`src/rtl/timer_cmp_irq.sv`:
```
// Compare/interrupt unit: raises a level irq when the ms count reaches a programmed compare value.
// Latency: register reads return one cycle after re; a match sets pending at that edge, irq follows it.
// Backpressure: none; the MMIO strobes are accepted every cycle and a read never stalls.
//
// Ports:
//   clk      system clock
//   rst      synchronous reset, active low
//   time_ms  free-running 32-bit millisecond count
//   re/we    register read / write strobes
//   addr     word address: 0 TIME(RO) 1 CMP 2 PERIOD 3 CTRL 4 STATUS, 5..7 read 0
//   wdata    write data
//   rdata    registered read data, holds its value while re is low
//   irq      level interrupt = pending & CTRL.irq_en
//
// Build option: define TIMER_CMP_MISS_CNT_EN to add a saturating missed-event
// counter in STATUS[MISS_W+7:8]; without it STATUS[31:1] reads 0.

module timer_cmp_irq #(
    parameter int ADDR_W = 3,
    parameter int MISS_W = 8
) (
    input  logic              clk,
    input  logic              rst,
    input  logic [31:0]       time_ms,
    input  logic              re,
    input  logic              we,
    input  logic [ADDR_W-1:0] addr,
    input  logic [31:0]       wdata,
    output logic [31:0]       rdata,
    output logic              irq
);

    // Register map
    localparam logic [ADDR_W-1:0] A_TIME   = ADDR_W'(0);
    localparam logic [ADDR_W-1:0] A_CMP    = ADDR_W'(1);
    localparam logic [ADDR_W-1:0] A_PERIOD = ADDR_W'(2);
    localparam logic [ADDR_W-1:0] A_CTRL   = ADDR_W'(3);
    localparam logic [ADDR_W-1:0] A_STATUS = ADDR_W'(4);

    // FSM encoding
    localparam logic [1:0] ST_IDLE  = 2'd0;
    localparam logic [1:0] ST_ARMED = 2'd1;
    localparam logic [1:0] ST_FIRED = 2'd2;

    // CTRL bit positions
    localparam int C_EN  = 0;
    localparam int C_PER = 1;
    localparam int C_IRQ = 2;

    logic [31:0] cmp_q;
    logic [31:0] period_q;
    logic [2:0]  ctrl_q;
    logic        pending_q;
    logic [1:0]  state_q;

    logic        wr_cmp;
    logic        wr_period;
    logic        wr_ctrl;
    logic        wr_status;
    logic [31:0] diff;
    logic        hit;
    logic        fire;
    logic        reload;
    logic [31:0] status_word;

    assign wr_cmp    = we && (addr == A_CMP);
    assign wr_period = we && (addr == A_PERIOD);
    assign wr_ctrl   = we && (addr == A_CTRL);
    assign wr_status = we && (addr == A_STATUS);

    // Wrap-safe match: the count has reached CMP when the modular difference
    // is non-negative as a signed value. Valid while CMP stays within 2^31 ms
    // ahead of time_ms, which covers the 2^32 rollover.
    assign diff = time_ms - cmp_q;
    assign hit  = ($signed(diff) >= 0);

    // Fire is evaluated on the register values held before this edge, so a
    // CPU write in the same cycle never changes whether this edge fires.
    assign fire = (state_q == ST_ARMED) && hit;

    // Periodic with a non-zero period re-arms by advancing CMP; a zero period
    // behaves as one-shot so the unit cannot fire on every cycle forever.
    assign reload = ctrl_q[C_PER] && (period_q != 32'd0);

    // ------------------------------------------------------------------
    // CMP / PERIOD / CTRL
    // ------------------------------------------------------------------
    always_ff @(posedge clk) begin
        if (!rst) begin
            cmp_q    <= 32'd0;
            period_q <= 32'd0;
            ctrl_q   <= 3'd0;
        end else begin
            // CPU write wins over the auto-increment of the same edge.
            if (wr_cmp) begin
                cmp_q <= wdata;
            end else if (fire && reload) begin
                cmp_q <= cmp_q + period_q;
            end

            if (wr_period) begin
                period_q <= wdata;
            end

            if (wr_ctrl) begin
                ctrl_q <= wdata[2:0];
            end
        end
    end

    // ------------------------------------------------------------------
    // FSM
    // ------------------------------------------------------------------
    always_ff @(posedge clk) begin
        if (!rst) begin
            state_q <= ST_IDLE;
        end else begin
            if (wr_ctrl) begin
                // Writing CTRL always decides the state: enable re-arms
                // (even from FIRED), disable parks in IDLE.
                state_q <= wdata[C_EN] ? ST_ARMED : ST_IDLE;
            end else if (wr_cmp && ctrl_q[C_EN]) begin
                // A new compare value while enabled starts a fresh match.
                state_q <= ST_ARMED;
            end else if (fire) begin
                state_q <= reload ? ST_ARMED : ST_FIRED;
            end
        end
    end

    // ------------------------------------------------------------------
    // Pending flag: set by fire, write-1-to-clear; fire wins a collision.
    // Disabling the unit deliberately leaves it alone.
    // ------------------------------------------------------------------
    always_ff @(posedge clk) begin
        if (!rst) begin
            pending_q <= 1'b0;
        end else if (fire) begin
            pending_q <= 1'b1;
        end else if (wr_status && wdata[0]) begin
            pending_q <= 1'b0;
        end
    end

`ifdef TIMER_CMP_MISS_CNT_EN
    // ------------------------------------------------------------------
    // Missed-event counter: counts fires that land while pending is still
    // set, i.e. events the CPU has not yet acknowledged.
    // ------------------------------------------------------------------
    localparam logic [MISS_W-1:0] MISS_MAX = {MISS_W{1'b1}};

    logic [MISS_W-1:0] miss_q;

    always_ff @(posedge clk) begin
        if (!rst) begin
            miss_q <= '0;
        end else if (wr_status) begin
            // A fire colliding with the acknowledge is absorbed by the new
            // pending; the count is left as it was rather than cleared.
            if (!(fire && wdata[0])) begin
                miss_q <= '0;
            end
        end else if (fire && pending_q && (miss_q != MISS_MAX)) begin
            miss_q <= miss_q + 1'b1;
        end
    end

    always_comb begin
        status_word               = 32'd0;
        status_word[0]            = pending_q;
        status_word[MISS_W+7:8]   = miss_q;
    end
`else
    always_comb begin
        status_word    = 32'd0;
        status_word[0] = pending_q;
    end
`endif

    // ------------------------------------------------------------------
    // Read port: registered, holds while re is low. A write in the same
    // cycle is not visible until the following read.
    // ------------------------------------------------------------------
    always_ff @(posedge clk) begin
        if (!rst) begin
            rdata <= 32'd0;
        end else if (re) begin
            case (addr)
                A_TIME:   rdata <= time_ms;
                A_CMP:    rdata <= cmp_q;
                A_PERIOD: rdata <= period_q;
                A_CTRL:   rdata <= {29'd0, ctrl_q};
                A_STATUS: rdata <= status_word;
                default:  rdata <= 32'd0;
            endcase
        end
    end

    assign irq = pending_q && ctrl_q[C_IRQ];

endmodule
```
`config.mk`:
```
export PLATFORM = sky130hd
export DESIGN_NAME = timer_cmp_irq
export DESIGN_NICKNAME = d
export VERILOG_FILES = /design/src/rtl/timer_cmp_irq.sv
export SDC_FILE = /design/constraint.sdc
export NUM_CORES = 1
export LEC_CHECK = 0
export CAP_MARGIN = 20
export CELL_PAD_IN_SITES_DETAIL_PLACEMENT = 0
export CELL_PAD_IN_SITES_GLOBAL_PLACEMENT = 1
export CORE_ASPECT_RATIO = 1.5
export CORE_MARGIN = 1.5
export CORE_UTILIZATION = 44
export DETAILED_ROUTE_END_ITERATION = 6
export PLACE_DENSITY_LB_ADDON = 0.1
export SLEW_MARGIN = 20
export SYNTH_ARGS = -nofsm -noshare
export SYNTH_HDL_FRONTEND = slang
export SYNTH_SLANG_ARGS = --single-unit
```
`constraint.sdc`:
```
create_clock -name clk -period 7.51 [get_ports clk]
set_clock_uncertainty 0.1 [all_clocks]
set_input_delay 1.1265 -clock clk [delete_from_list [all_inputs] [get_ports clk]]
set_output_delay 1.1265 -clock clk [all_outputs]
set_load 0.02 [all_outputs]
```
# Word level (Yosys, flattened, before mapping)
# Cells that the tools add are included.
dict set report totals {
  register_bits 102
  in_bits 71
  output_inout_bits 33
}
dict set report op_classes {
  addsub 2
  n_lt_le_gt_ge 1
  n_eq_ne 5
  mux 10
  n_reduce_logical 15
}
# cell count
set ops {}
lappend ops {{one-hot mux 32 bit (5 select lines)} 1}
lappend ops {{two-way mux 32 bit} 2}
lappend ops {{adder 32 bit} 1}
lappend ops {{greater-or-equal comparator 32 x 1 -> 1 bit, second input constant} 1}
lappend ops {{nonzero test 32 bit} 1}
lappend ops {{subtractor 32 bit} 1}
lappend ops {{logical AND 1 bit} 10}
lappend ops {{two-way mux 2 bit} 4}
lappend ops {{equality test 3 x 2 -> 1 bit, second input constant} 2}
lappend ops {{nonzero test 2 bit} 2}
lappend ops {{equality test 3 x 1 -> 1 bit, second input constant} 1}
lappend ops {{equality test 3 bit, second input constant} 1}
lappend ops {{zero test 3 bit} 1}
lappend ops {{two-way mux 1 bit} 3}
lappend ops {{nonzero test 3 bit} 1}
lappend ops {{equality test 2 x 1 -> 1 bit, second input constant} 1}

# Depth between registers and ports, before layout
dict set report depth {
  ltp_word 6
  ltp_mapped 13
  depth_no_buf 12
}

# Worst setup path before layout
# OpenSTA, ideal clock, no wires.
dict set report synth_path {
  path_type {in2reg}
  from {input port time_ms[16]}
  to {register cmp_q[31]}
  setup_ns 0.074
  arrival_ns 3.246
  slack_ns 4.090
  stages 11
  n_path_buf 1
  path_cell_list {ha_1 > a21o_1 > a21o_1 > a21oi_1 > nor2_1 > and4bb_2 > and3_1 > clkbuf_1 > nor2_1 > or4_1 > a31oi_1}
}
dict set report synth_between {
  elab_chain_len 5
}
# element line_no
set synth_lines {}
lappend synth_lines {{from (decl)} 24} ;# input logic [31:0] time_ms,
lappend synth_lines {{subtractor 32 bit} 74} ;# assign diff = time_ms - cmp_q;
lappend synth_lines {{greater-or-equal comparator 32 x 1 -> 1 bit} 75} ;# assign hit = ($signed(diff) >= 0);
lappend synth_lines {{logical AND 1 bit} 79} ;# assign fire = (state_q == ST_ARMED) && hit;
lappend synth_lines {{logical AND 1 bit} 97} ;# end else if (fire && reload) begin
lappend synth_lines {{nonzero test 2 bit (no line)} --}
lappend synth_lines {{to (signal assigned)} 96} ;# cmp_q <= wdata;
lappend synth_lines {{to (signal assigned)} 98} ;# cmp_q <= cmp_q + period_q;
lappend synth_lines {{to (decl)} 50} ;# logic [31:0] cmp_q;
# Every way passes these cells.
# A chain may end at the register's enable or synchronous reset.

# Worst setup path in the final report
dict set report layout_path {
  from {input port time_ms[28]}
  to {register cmp_q[0]}
}
# Same word-level chain as after synthesis.

==> impl_metrics.csv <==
group,metric,value,unit
cells_and_area,multi_input_area,4780,um2
die,die_h,160,um
worst_setup_path,reg2regPathDepth,12,
pwr,p_leak,3.38,nW
timing,final.min_clock_period,4.42,ns
global_route,grt_max_degree,83,
timing,period_share,58.8,%
timing,worstMarginPinSlew,1.08,ns
worst_setup_path,path_max_fanout,24,
synth,synth_flop_cell,"dfxtp_1",
detailed_routing,wl_per_cell,18.0,um
cts,clock_latency,0.36,ns
cells_and_area,layout_common_cells,"151 x nand2_1, 130 x a21oi_1, 102 x dfxtp_1, 102 x clkdlybuf4s50_1, 62 x ha_1",
synth,synthesis.area,7210,um2
timing,max_freq,226,MHz
synth,postSynthCellCount,936,
detailed_routing,drt_first_iter_violations,274,
detailed_routing,viasPerCell,5.64,
min_path,hold_depth,2,
cts,cts_root_buf,"clkbuf_16",
cts,clock_path_buffers,2,
detailed_routing,drtAntennaViolNets,0,
synth,synth_edf_count,0,
pwr,power.total,1.27,mW
global_route,grt_pass1_wl,35.9,mm
worst_setup_path,ff2ff_setup_slack,3.84,ns
synth,synth_seq_cells,102,
global_route,overflow,0,
placed_design,dp.final_hpwl,15.4,mm
detailed_routing,route.detailed.drc,0,
worst_setup_path,worstPathRequired,7.67,ns
placed_design,place_congestion,0.833,
timing,hold_viol,0,
detailed_routing,vias,6878,
detailed_routing,wirelength,21.9,mm
global_route,antenna_found_initial,0,
synth,yosysSeqAreaShare,28.3,%
worst_setup_path,cp-start-kind,"input pin",
global_route,grt_pass1_vias,6931,
cells_and_area,nFillCells,1688,
timing,rsz0062_at_grt,"no",
cells_and_area,syn2layout_area_growth,20.1,%
worst_setup_path,path_delay_family,"simple AND/OR/NAND/NOR gates",
die,dieArea,17200,um2
cts,cts_tree,"done",
cells_and_area,final_util,53.7,%
timing,finalSetupTns,0,ns
synth,syn_nets,1070,
cells_and_area,regArea,2040,um2
worst_setup_path,end_kind,"flip-flop",
cts,htree_levels,3,
cells_and_area,nets,1143,
flow_run,cap_violations,0,
timing,hold_ws,0.366,ns
timing,setup_viol,0,
global_route,grtUsageTotal,26.5,%
pwr,power_density,147,nW/um2
timing,maxSlewHeadroom,27.7,%
timing,slew_violations,0,
die,start_util,44.7,%
worst_setup_path,path_class,"input pin to flip-flop",
worst_setup_path,cp_slowest_cell,"nor2_1",
cts,path_clk_slew,0.07,ns
cells_and_area,drive_gt1_share,5.33,%
cts,clkSinkCount,102,
detailed_routing,firstDrtPassIters,4,
die,die_width,108,um
die,pin_count,104,
synth,synth_cell_types,76,
cts,ctsHoldBuffers,0,
die,num_rows,57,
worst_setup_path,path_buf_inv,2,
worst_setup_path,slowest_delay,0.86,ns
synth,avgSynthCellArea,7.70,um2
cells_and_area,antenna_cells,0,
run_status,run_status,"finished clean",
cts,cts_made_buffers,9,
cts,post_cts_buffers,0,
worst_setup_path,path_depth,12,
placed_design,port_buffers,103,
min_path,hold_class,"flip-flop to flip-flop",
die,core,16100,um2
synth,synthArstFlopShare,0,%
worst_setup_path,crit_arrival,4.58,ns
cts,cts_resized,0,
pwr,ir_worst_vdd,99.0,uV
cells_and_area,final_common_cell,"nand2_1",
synth,synth_warnings,0,
worst_setup_path,crit_chain,"clkdlybuf4s50_1 -> ha_1 -> nand4_1 -> nor2_1 -> nand2_1 -> a211oi_1 -> o21ai_1 -> and3_1 -> buf_4 -> nor2_1 -> nand2_1 -> a311oi_1",
[logic make-up after synthesis]
family	synth area share, %
buffers and inverters	5.66
DFF	28.3
and+or+nand+nor	21.2
AOI/OAI and AO/OA	25.3
muxes	5.35
xor gates and xnor gates	3.16
adders and majority gates	11.0
[metrics by stage]
stage               setup WS [ns]  cells  cell area, um2
floorplan                    4.09    936            7210
global placement             2.80   1203            8340
detailed placement           2.69   1203            8340
CTS                          3.05   1219            8640
global route                 2.77   1220            8660
finish                       3.09   1220            8660
[synth_stat cells, types with 2 or more instances]
| library cell | n | area share, % |
|---|---|---|
| nand2b_1 | 30 | 2.6 |
| nand4_1 | 10 | 0.87 |
| and2_2 | 2 | 0.21 |
| a311oi_1 | 3 | 0.36 |
| o21ai_0 | 58 | 4.0 |
| o211ai_1 | 8 | 0.83 |
| a21oi_1 | 130 | 9.0 |
| a211oi_1 | 18 | 1.9 |
| o21a_1 | 9 | 0.94 |
| nor2b_1 | 8 | 0.69 |
| nand2_1 | 152 | 7.9 |
| and2_1 | 7 | 0.61 |
| clkbuf_1 | 40 | 2.1 |
| clkbuf_8 | 4 | 0.76 |
| ha_1 | 62 | 11 |
| buf_1 | 4 | 0.21 |
| a21o_1 | 21 | 2.2 |
| o21bai_1 | 2 | 0.21 |
| xnor2_1 | 16 | 1.9 |
| a31oi_1 | 4 | 0.35 |
| mux4_2 | 2 | 0.62 |
| o21ai_1 | 2 | 0.14 |
| o2111ai_1 | 2 | 0.24 |
| nor3b_1 | 5 | 0.52 |
| nor3_1 | 28 | 1.9 |
| nor4_1 | 9 | 0.78 |
| nand3_1 | 11 | 0.76 |
| nor2_1 | 38 | 2.0 |
| o22ai_1 | 2 | 0.17 |
| and3_1 | 5 | 0.43 |
| nor4b_1 | 2 | 0.24 |
| o31ai_1 | 8 | 0.83 |
| inv_1 | 40 | 2.1 |
| or2_2 | 4 | 0.35 |
| a311o_1 | 2 | 0.28 |
| and4_1 | 2 | 0.24 |
| mux2i_1 | 34 | 4.7 |
| o211a_1 | 2 | 0.28 |
| dfxtp_1 | 102 | 28 |
| xor2_1 | 10 | 1.2 |
| a21oi_2 | 3 | 0.36 |
[worst register-to-register path: stages (launching register included)]
cell and delay (ns):
dfxtp_1 0.40, inv_1 0.06, ha_1 0.30, nand4_1 0.19, nor2_1 0.20, nand2_1 0.13
a211oi_1 0.28, o21ai_1 0.19, and3_1 0.21, buf_4 0.24, nor2_1 0.87, nand2_1 0.12
a311oi_1 0.28
[power by group]
| part | total, mW | internal (mW) | switching [mW] |
|---|---|---|---|
| Clock | 0.498 | 0.264 | 0.234 |
| Sequential | 0.568 | 0.554 | 0.0136 |
| Combinational | 0.208 | 0.0977 | 0.110 |
| Total | 1.27 | 0.915 | 0.358 |
[layout make-up]
| type | count | area share [%] |
|---|---|---|
| timing repair buffer | 114 | 12.9 |
| inverter | 41 | 1.78 |
| clock inverter | 7 | 0.939 |
| sequential | 102 | 23.6 |
| tap | 206 | 2.98 |
| multi-input combinational | 741 | 55.2 |
| clock buffer | 9 | 2.60 |
[worst paths after layout]
kind                                             start                endpoint
worst min register to register  rdata[10]$_SDFFE_PN0P_  rdata[10]$_SDFFE_PN0P_
worst max register to register  cmp_q[29]$_SDFFE_PN0P_   cmp_q[0]$_SDFFE_PN0P_
worst max-delay path                       time_ms[28]   cmp_q[0]$_SDFFE_PN0P_
worst min-delay path            rdata[10]$_SDFFE_PN0P_  rdata[10]$_SDFFE_PN0P_
[flip-flops by register name (all words and copies together) (netlist names)]
register   flops
cmp_q         32
rdata         32
pending_q      1
ctrl_q         3
state_q        2
period_q      32
[routing by layer]
| metal | track usage, % | part of all wire, % | vias to the layer above |
|---|---|---|---|
| met1 | 32.0 | 43 | 3229 |
| met5 | 0 | 0 | - |
| met2 | 48.0 | 51 | 131 |
| met4 | 8.37 | 2.4 | 0 |
| met3 | 3.06 | 2.9 | 28 |
| li1 | - | - | 3490 |
No activity file was read; power rests on OpenSTA's default activity.
